[config.mk]
export PLATFORM = sky130hd
export DESIGN_NAME = prefix_decoder_flat
export DESIGN_NICKNAME = d
export VERILOG_FILES = /design/src/rtl/prefix_decoder_pkg.sv /design/src/rtl/prefix_decoder_if.sv /design/src/rtl/prefix_decoder_classifier.sv /design/src/rtl/prefix_decoder.sv /design/src/flat_wrapper.sv
export SDC_FILE = /design/constraint.sdc
export NUM_CORES = 1
export LEC_CHECK = 0
export BUFFER_PORTS_ARGS = -buffer_cell sky130_fd_sc_hd__buf_2
export CAP_MARGIN = 20
export CORE_MARGIN = 2
export CORE_UTILIZATION = 54
export DETAILED_ROUTE_END_ITERATION = 10
export GPL_ROUTABILITY_DRIVEN = 0
export GPL_TIMING_DRIVEN = 0
export PLACE_DENSITY = 0.83
export SLEW_MARGIN = 20
export SYNTH_ARGS = -nofsm -noshare
export SYNTH_HDL_FRONTEND = slang
export SYNTH_HIERARCHICAL = 1
export SYNTH_SLANG_ARGS = --single-unit
[constraint.sdc]
create_clock -name clk -period 3.35 [get_ports clk]
set_input_delay 0.8375 -clock clk [delete_from_list [all_inputs] [get_ports clk]]
set_output_delay 0.8375 -clock clk [all_outputs]
set_load 0.01 [all_outputs]
[src/rtl/prefix_decoder_pkg.sv]
// Shared decode-path constants: prefix byte values, segment register
// encodings and the REP field encoding.
package prefix_decoder_pkg;

    typedef enum logic [1:0] {
        SEG_ES = 2'd0,
        SEG_CS = 2'd1,
        SEG_SS = 2'd2,
        SEG_DS = 2'd3
    } seg_t;

    localparam logic [7:0] PFX_ES    = 8'h26;
    localparam logic [7:0] PFX_CS    = 8'h2E;
    localparam logic [7:0] PFX_SS    = 8'h36;
    localparam logic [7:0] PFX_DS    = 8'h3E;
    localparam logic [7:0] PFX_REPNE = 8'hF2;
    localparam logic [7:0] PFX_REP   = 8'hF3;
    localparam logic [7:0] PFX_LOCK  = 8'hF0;

    localparam logic [1:0] REP_NONE = 2'b00;
    localparam logic [1:0] REP_NE   = 2'b10;
    localparam logic [1:0] REP_E    = 2'b11;

    function automatic int count_width(input int max_prefixes);
        return $clog2(max_prefixes + 1);
    endfunction

endpackage

[src/rtl/prefix_decoder_if.sv]
// Prefetch FIFO, decoder handshake and segment-override signals of the
// prefix decoder. slave = the prefix decoder, master = its surroundings.
interface prefix_decoder_if #(parameter int MAX_PREFIXES = 15);
    import prefix_decoder_pkg::*;

    localparam int CNT_W = count_width(MAX_PREFIXES);

    logic [7:0]       fifo_rd_data;
    logic             fifo_empty;
    logic             fifo_rd_en;
    logic             flush;
    logic             next_instruction;
    logic             opcode_ack;
    logic             update;
    logic             segment_override;
    logic [1:0]       override_in;
    logic [7:0]       opcode;
    logic             opcode_valid;
    logic [1:0]       rep_prefix;
    logic             lock;
    logic [CNT_W-1:0] prefix_count;
    logic             prefix_overflow;

    modport slave (
        input  fifo_rd_data, fifo_empty, flush, next_instruction, opcode_ack,
        output fifo_rd_en, update, segment_override, override_in, opcode,
               opcode_valid, rep_prefix, lock, prefix_count, prefix_overflow
    );

    modport master (
        output fifo_rd_data, fifo_empty, flush, next_instruction, opcode_ack,
        input  fifo_rd_en, update, segment_override, override_in, opcode,
               opcode_valid, rep_prefix, lock, prefix_count, prefix_overflow
    );

endinterface

[src/rtl/prefix_decoder_classifier.sv]
// Combinational byte classifier: recognises segment, REP/REPNE and LOCK
// prefixes; anything else is an opcode.
module prefix_classifier
    import prefix_decoder_pkg::*;
(
    input  logic [7:0] data_in,
    output logic       is_prefix,
    output logic       is_seg,
    output logic [1:0] seg,
    output logic       is_rep,
    output logic [1:0] rep,
    output logic       is_lock
);

    always_comb begin
        is_seg  = 1'b0;
        seg     = SEG_ES;
        is_rep  = 1'b0;
        rep     = REP_NONE;
        is_lock = 1'b0;
        case (data_in)
            PFX_ES:    begin is_seg = 1'b1; seg = SEG_ES; end
            PFX_CS:    begin is_seg = 1'b1; seg = SEG_CS; end
            PFX_SS:    begin is_seg = 1'b1; seg = SEG_SS; end
            PFX_DS:    begin is_seg = 1'b1; seg = SEG_DS; end
            PFX_REPNE: begin is_rep = 1'b1; rep = REP_NE; end
            PFX_REP:   begin is_rep = 1'b1; rep = REP_E;  end
            PFX_LOCK:  is_lock = 1'b1;
            default:   ;
        endcase
        is_prefix = is_seg | is_rep | is_lock;
    end

endmodule

[src/rtl/prefix_decoder.sv]
// Instruction prefix scanner: pops prefetch bytes, accumulates prefix state
// and holds the first non-prefix byte as the opcode.
//   state | meaning
//   SCAN  | popping bytes, consuming prefixes
//   HOLD  | opcode presented, waiting for opcode_ack
//   EXEC  | opcode taken, waiting for next_instruction
module prefix_decoder
    import prefix_decoder_pkg::*;
#(
    parameter int MAX_PREFIXES = 15
) (
    input  logic               clk,
    input  logic               reset,
    prefix_decoder_if.slave    bus
);

    localparam int CNT_W = count_width(MAX_PREFIXES);
    localparam logic [CNT_W-1:0] CNT_MAX = CNT_W'(MAX_PREFIXES);

    typedef enum logic [1:0] {SCAN, HOLD, EXEC} state_t;

    state_t           state, state_n;
    logic             update_q, update_n;
    logic             seg_ovr_q, seg_ovr_n;
    logic [1:0]       ovr_q, ovr_n;
    logic [7:0]       opcode_q, opcode_n;
    logic             valid_q, valid_n;
    logic [1:0]       rep_q, rep_n;
    logic             lock_q, lock_n;
    logic [CNT_W-1:0] cnt_q, cnt_n;
    logic             ovf_q, ovf_n;

    logic             is_prefix, is_seg, is_rep, is_lock;
    logic [1:0]       seg, rep;
    logic             pop;

    prefix_classifier u_classifier (
        .data_in   (bus.fifo_rd_data),
        .is_prefix (is_prefix),
        .is_seg    (is_seg),
        .seg       (seg),
        .is_rep    (is_rep),
        .rep       (rep),
        .is_lock   (is_lock)
    );

    assign pop = (state == SCAN) & ~bus.fifo_empty & ~bus.flush;

    always_ff @(posedge clk or posedge reset) begin
        if (reset) begin
            state     <= SCAN;
            update_q  <= 1'b0;
            seg_ovr_q <= 1'b0;
            ovr_q     <= 2'b00;
            opcode_q  <= 8'h00;
            valid_q   <= 1'b0;
            rep_q     <= REP_NONE;
            lock_q    <= 1'b0;
            cnt_q     <= '0;
            ovf_q     <= 1'b0;
        end else begin
            state     <= state_n;
            update_q  <= update_n;
            seg_ovr_q <= seg_ovr_n;
            ovr_q     <= ovr_n;
            opcode_q  <= opcode_n;
            valid_q   <= valid_n;
            rep_q     <= rep_n;
            lock_q    <= lock_n;
            cnt_q     <= cnt_n;
            ovf_q     <= ovf_n;
        end
    end

    // The update/override trio is a pulse, so it defaults to zero every cycle.
    always_comb begin
        state_n   = state;
        update_n  = 1'b0;
        seg_ovr_n = 1'b0;
        ovr_n     = 2'b00;
        opcode_n  = opcode_q;
        valid_n   = valid_q;
        rep_n     = rep_q;
        lock_n    = lock_q;
        cnt_n     = cnt_q;
        ovf_n     = ovf_q;
        if (bus.flush) begin
            state_n = SCAN;
            valid_n = 1'b0;
            rep_n   = REP_NONE;
            lock_n  = 1'b0;
            cnt_n   = '0;
            ovf_n   = 1'b0;
        end else begin
            case (state)
                SCAN: begin
                    if (pop && is_prefix) begin
                        update_n = 1'b1;
                        if (is_seg) begin
                            seg_ovr_n = 1'b1;
                            ovr_n     = seg;
                        end
                        if (is_rep)  rep_n  = rep;
                        if (is_lock) lock_n = 1'b1;
                        if (cnt_q == CNT_MAX) ovf_n = 1'b1;
                        else                  cnt_n = cnt_q + 1'b1;
                    end else if (pop) begin
                        opcode_n = bus.fifo_rd_data;
                        valid_n  = 1'b1;
                        state_n  = HOLD;
                    end
                end
                HOLD: begin
                    if (bus.opcode_ack) begin
                        valid_n = 1'b0;
                        state_n = EXEC;
                    end
                end
                EXEC: begin
                    if (bus.next_instruction) begin
                        state_n = SCAN;
                        rep_n   = REP_NONE;
                        lock_n  = 1'b0;
                        cnt_n   = '0;
                        ovf_n   = 1'b0;
                    end
                end
                default: state_n = SCAN;
            endcase
        end
    end

    assign bus.fifo_rd_en       = pop;
    assign bus.update           = update_q;
    assign bus.segment_override = seg_ovr_q;
    assign bus.override_in      = ovr_q;
    assign bus.opcode           = opcode_q;
    assign bus.opcode_valid     = valid_q;
    assign bus.rep_prefix       = rep_q;
    assign bus.lock             = lock_q;
    assign bus.prefix_count     = cnt_q;
    assign bus.prefix_overflow  = ovf_q;

endmodule

[src/flat_wrapper.sv]
// flat-port wrapper written by rule: the top's interface ports become plain ports
module prefix_decoder_flat import prefix_decoder_pkg::*;
#(
    parameter int MAX_PREFIXES = 15
)
  (clk, reset, bus_fifo_rd_data, bus_fifo_empty, bus_flush, bus_next_instruction, bus_opcode_ack, bus_fifo_rd_en, bus_update, bus_segment_override, bus_override_in, bus_opcode, bus_opcode_valid, bus_rep_prefix, bus_lock, bus_prefix_count, bus_prefix_overflow);
  prefix_decoder_if #(.MAX_PREFIXES(MAX_PREFIXES)) bus_i ();
  input  logic clk;
  input  logic reset;
  input wire logic [$bits(bus_i.fifo_rd_data)-1:0] bus_fifo_rd_data;
  input wire logic [$bits(bus_i.fifo_empty)-1:0] bus_fifo_empty;
  input wire logic [$bits(bus_i.flush)-1:0] bus_flush;
  input wire logic [$bits(bus_i.next_instruction)-1:0] bus_next_instruction;
  input wire logic [$bits(bus_i.opcode_ack)-1:0] bus_opcode_ack;
  output wire logic [$bits(bus_i.fifo_rd_en)-1:0] bus_fifo_rd_en;
  output wire logic [$bits(bus_i.update)-1:0] bus_update;
  output wire logic [$bits(bus_i.segment_override)-1:0] bus_segment_override;
  output wire logic [$bits(bus_i.override_in)-1:0] bus_override_in;
  output wire logic [$bits(bus_i.opcode)-1:0] bus_opcode;
  output wire logic [$bits(bus_i.opcode_valid)-1:0] bus_opcode_valid;
  output wire logic [$bits(bus_i.rep_prefix)-1:0] bus_rep_prefix;
  output wire logic [$bits(bus_i.lock)-1:0] bus_lock;
  output wire logic [$bits(bus_i.prefix_count)-1:0] bus_prefix_count;
  output wire logic [$bits(bus_i.prefix_overflow)-1:0] bus_prefix_overflow;
  assign bus_i.fifo_rd_data = bus_fifo_rd_data;
  assign bus_i.fifo_empty = bus_fifo_empty;
  assign bus_i.flush = bus_flush;
  assign bus_i.next_instruction = bus_next_instruction;
  assign bus_i.opcode_ack = bus_opcode_ack;
  assign bus_fifo_rd_en = bus_i.fifo_rd_en;
  assign bus_update = bus_i.update;
  assign bus_segment_override = bus_i.segment_override;
  assign bus_override_in = bus_i.override_in;
  assign bus_opcode = bus_i.opcode;
  assign bus_opcode_valid = bus_i.opcode_valid;
  assign bus_rep_prefix = bus_i.rep_prefix;
  assign bus_lock = bus_i.lock;
  assign bus_prefix_count = bus_i.prefix_count;
  assign bus_prefix_overflow = bus_i.prefix_overflow;
  prefix_decoder #(.MAX_PREFIXES(MAX_PREFIXES)) u_core (.clk(clk), .reset(reset), .bus(bus_i));
endmodule
==> qor.csv <==
stage,metric,value,unit
yosys,synth_area_leaders,"dfrtp_1 47%, mux2_2 9.2%, buf_6 2.8%",
placement,dpl.hpwl,1711,microns
global_route,grt_usage,18.65,%
sta,setup_tns,0,ns
clocking,clock_latency,0.30,ns
global_route,grt_pass1_vias,854,
layout,drive_gt1_share,52.21,%
yosys,synthCells,97,
floorplan,pin_count,36,
clocking,cts_tree,built,
routing,drc_errors,0,
layout,n_fill_cell,183,
sta,finalSetupViolCount,0,
layout,layout_commonest_cell,buf_2,
routing,avgViaCountPerCell,5.366,
clocking,hold_buffers,0,
routing,ant_nets,0,
clocking,clkTransAtPathRegs,0.11,ns
min_path,hold_class,flip-flop to flip-flop,
floorplan,die_h,51.58,microns
yosys,async_flop_share,100.0,%
run_status,status,finished clean,
placement,io_buffers,35,
clocking,clk_path_buf_depth,2,
sta,layout_min_cycle_time,2.399,ns
yosys,synth_top_area_cell,dfrtp_1,
yosys,synth_seq_area_share,47.08,%
clocking,cts-root-buf,clkbuf_4,
sta,finalClockSkew,0.006270,ns
critical_path,worstPathRequired,2.51,ns
floorplan,die_w,51.58,microns
routing,routedWlPerCell,13.43,microns
pwr,power,0.5925,mW
floorplan,core_area,2170,sq um
clocking,cts_resized,0,
yosys,yosysWarnings,6,
routing,firstDrtPassIters,4,
sta,hold_viol_final,0,
global_route,grt_start_max_net_pins,24,
global_route,grt_first_pass_wirelength,3657,microns
yosys,synth_edf_count,0,
layout,layout_common_cells,"35 x buf_2, 23 x dfrtp_1, 10 x mux2_2",
clocking,htreeDepth,1,
critical_path,path_class,primary input to output pin,
floorplan,start_util,56.34,%
sta,timing.fmax,416.8,MHz
run,cap_violations,0,
clocking,cts_setup_buffers,0,
layout,n_antenna_cell,0,
layout,area_growth,19.35,%
sta,fin_hold_ws,0.5137,ns
pwr,p_leak,0.7490,nW
yosys,ys_types,43,
sta,slew_viol_final,0,
global_route,antenna_found_initial,0,
yosys,synth_top_area_share,47.08,%
pwr,power.density,406.1,nW/um^2
sta,period_share,71.62,%
clocking,cts_sinks,23,
critical_path,endpoint_kind,output pin,
critical_path,cp.arrival,1.56,ns
layout,final_util,67.24,%
layout,nets,152,
critical_path,cp_max_fo,6,
sta,worst_slew_pin_slew,0.8264,ns
yosys,syn_area_per_cell,12.60,sq um
routing,drtIter0Drc,7,
floorplan,rows,17,
yosys,synthFlopType,dfrtp_1,
global_route,grt.overflow.total,0,
sta,slew_headroom,44.85,%
yosys,synth_nets,112,
floorplan,dieArea,2661,sq um
clocking,cts_made_buffers,3,
yosys,synth-seq-cells,23,
sta,rsz0062_at_grt,no,
routing,vias,880,
routing,wl,2202,microns
critical_path,critPathLaunchType,primary input,
pwr,ir_drop,0.0002739,V
yosys,syn_area,1222,sq um
[synth_stat cells (2+ instances only)]
library cell and number:
nor2_1 2, nor4b_1 2, buf_6 3, a21oi_1 2, mux2_4 2, nor3b_1 3, buf_4 2, inv_1 3
dfrtp_1 23, and3_1 4, and2_1 5, nand2_1 6, mux2_2 10
[routing by layer]
| metal | vias up | global-route usage (%) | part of all wire, % |
|---|---|---|---|
| met4 | 0 | 7.895 | 0.64 |
| met1 | 423 | 22.54 | 45 |
| met5 | - | 0 | 0 |
| met2 | 19 | 33.12 | 50 |
| li1 | 436 | - | - |
| met3 | 2 | 2.586 | 4.1 |
[metrics by stage]
stage / instances / cell area [sq um] / setup WS [ns]
floorplan: 97 / 1222 / 1.085
global placement: 160 / 1433 / 0.8097
detailed placement: 160 / 1433 / 0.7817
CTS: 164 / 1459 / 0.9477
global route: 164 / 1459 / 0.9256
finish: 164 / 1459 / 0.9506
[worst paths after layout]
| check | start | endpoint | slack, ns | cells after the start |
|---|---|---|---|---|
| worst max-delay path | bus_flush | bus_fifo_rd_en | 0.95 | 3 |
| worst min-delay path | u_core/bus.opcode[7] | u_core/bus.opcode[7] | 0.51 | 1 |
| worst max register to register | u_core/state[0] | u_core/bus.opcode[1] | 1.57 | 4 |
| worst min register to register | u_core/bus.opcode[7] | u_core/bus.opcode[7] | 0.51 | 1 |
| max in group asynchronous | reset | u_core/bus.opcode[0] | 2.16 | 2 |
| min in group asynchronous | reset | u_core/bus.prefix_count[2] | 0.68 | 2 |
[cell families (layout without fill, tap and decap cells)]
| logic type | after synthesis | in the layout | share of synthesized area [%] |
|---|---|---|---|
| muxes | 12 | 12 | 11.67 |
| AOI/OAI and AO/OA | 11 | 11 | 9.315 |
| DFF | 23 | 23 | 47.08 |
| and+or+nand+nor | 42 | 42 | 26.00 |
| adders and majority gates | 1 | 1 | 1.023 |
| buffers and inverters | 8 | 47 | 4.912 |
[worst max-delay path, stage by stage]
cell    delay [ns]
buf_2         0.15
nor4_4        0.36
buf_2         0.21
[sequential cells by signal, indices dropped and copies added (netlist names)]
name and flops:
u_core/bus.lock 1, u_core/bus.opcode 8, u_core/bus.opcode_valid 1, u_core/bus.override_in 2, u_core/bus.prefix_count 4, u_core/bus.prefix_overflow 1, u_core/bus.rep_prefix 2, u_core/bus.segment_override 1
u_core/bus.update 1, u_core/state 2
[power breakdown]
part	internal (mW)	switching, mW
logic	0.0736	0.0684
clock network	0.0463	0.0748
registers	0.309	0.0206
total	0.429	0.164
[area by class of cell]
cell class                 instances  area (sq um)  area share (%)
timing repair buffer              35         175.2           12.01
tap                               28         35.03           2.401
clock buffer                       4         26.28           1.801
sequential                        23         575.6           39.45
multi-input combinational         66         586.8           40.22
buffer                             5         48.80           3.345
inverter                           3         11.26          0.7719
Note: power is estimated with default switching activity, not from simulation.
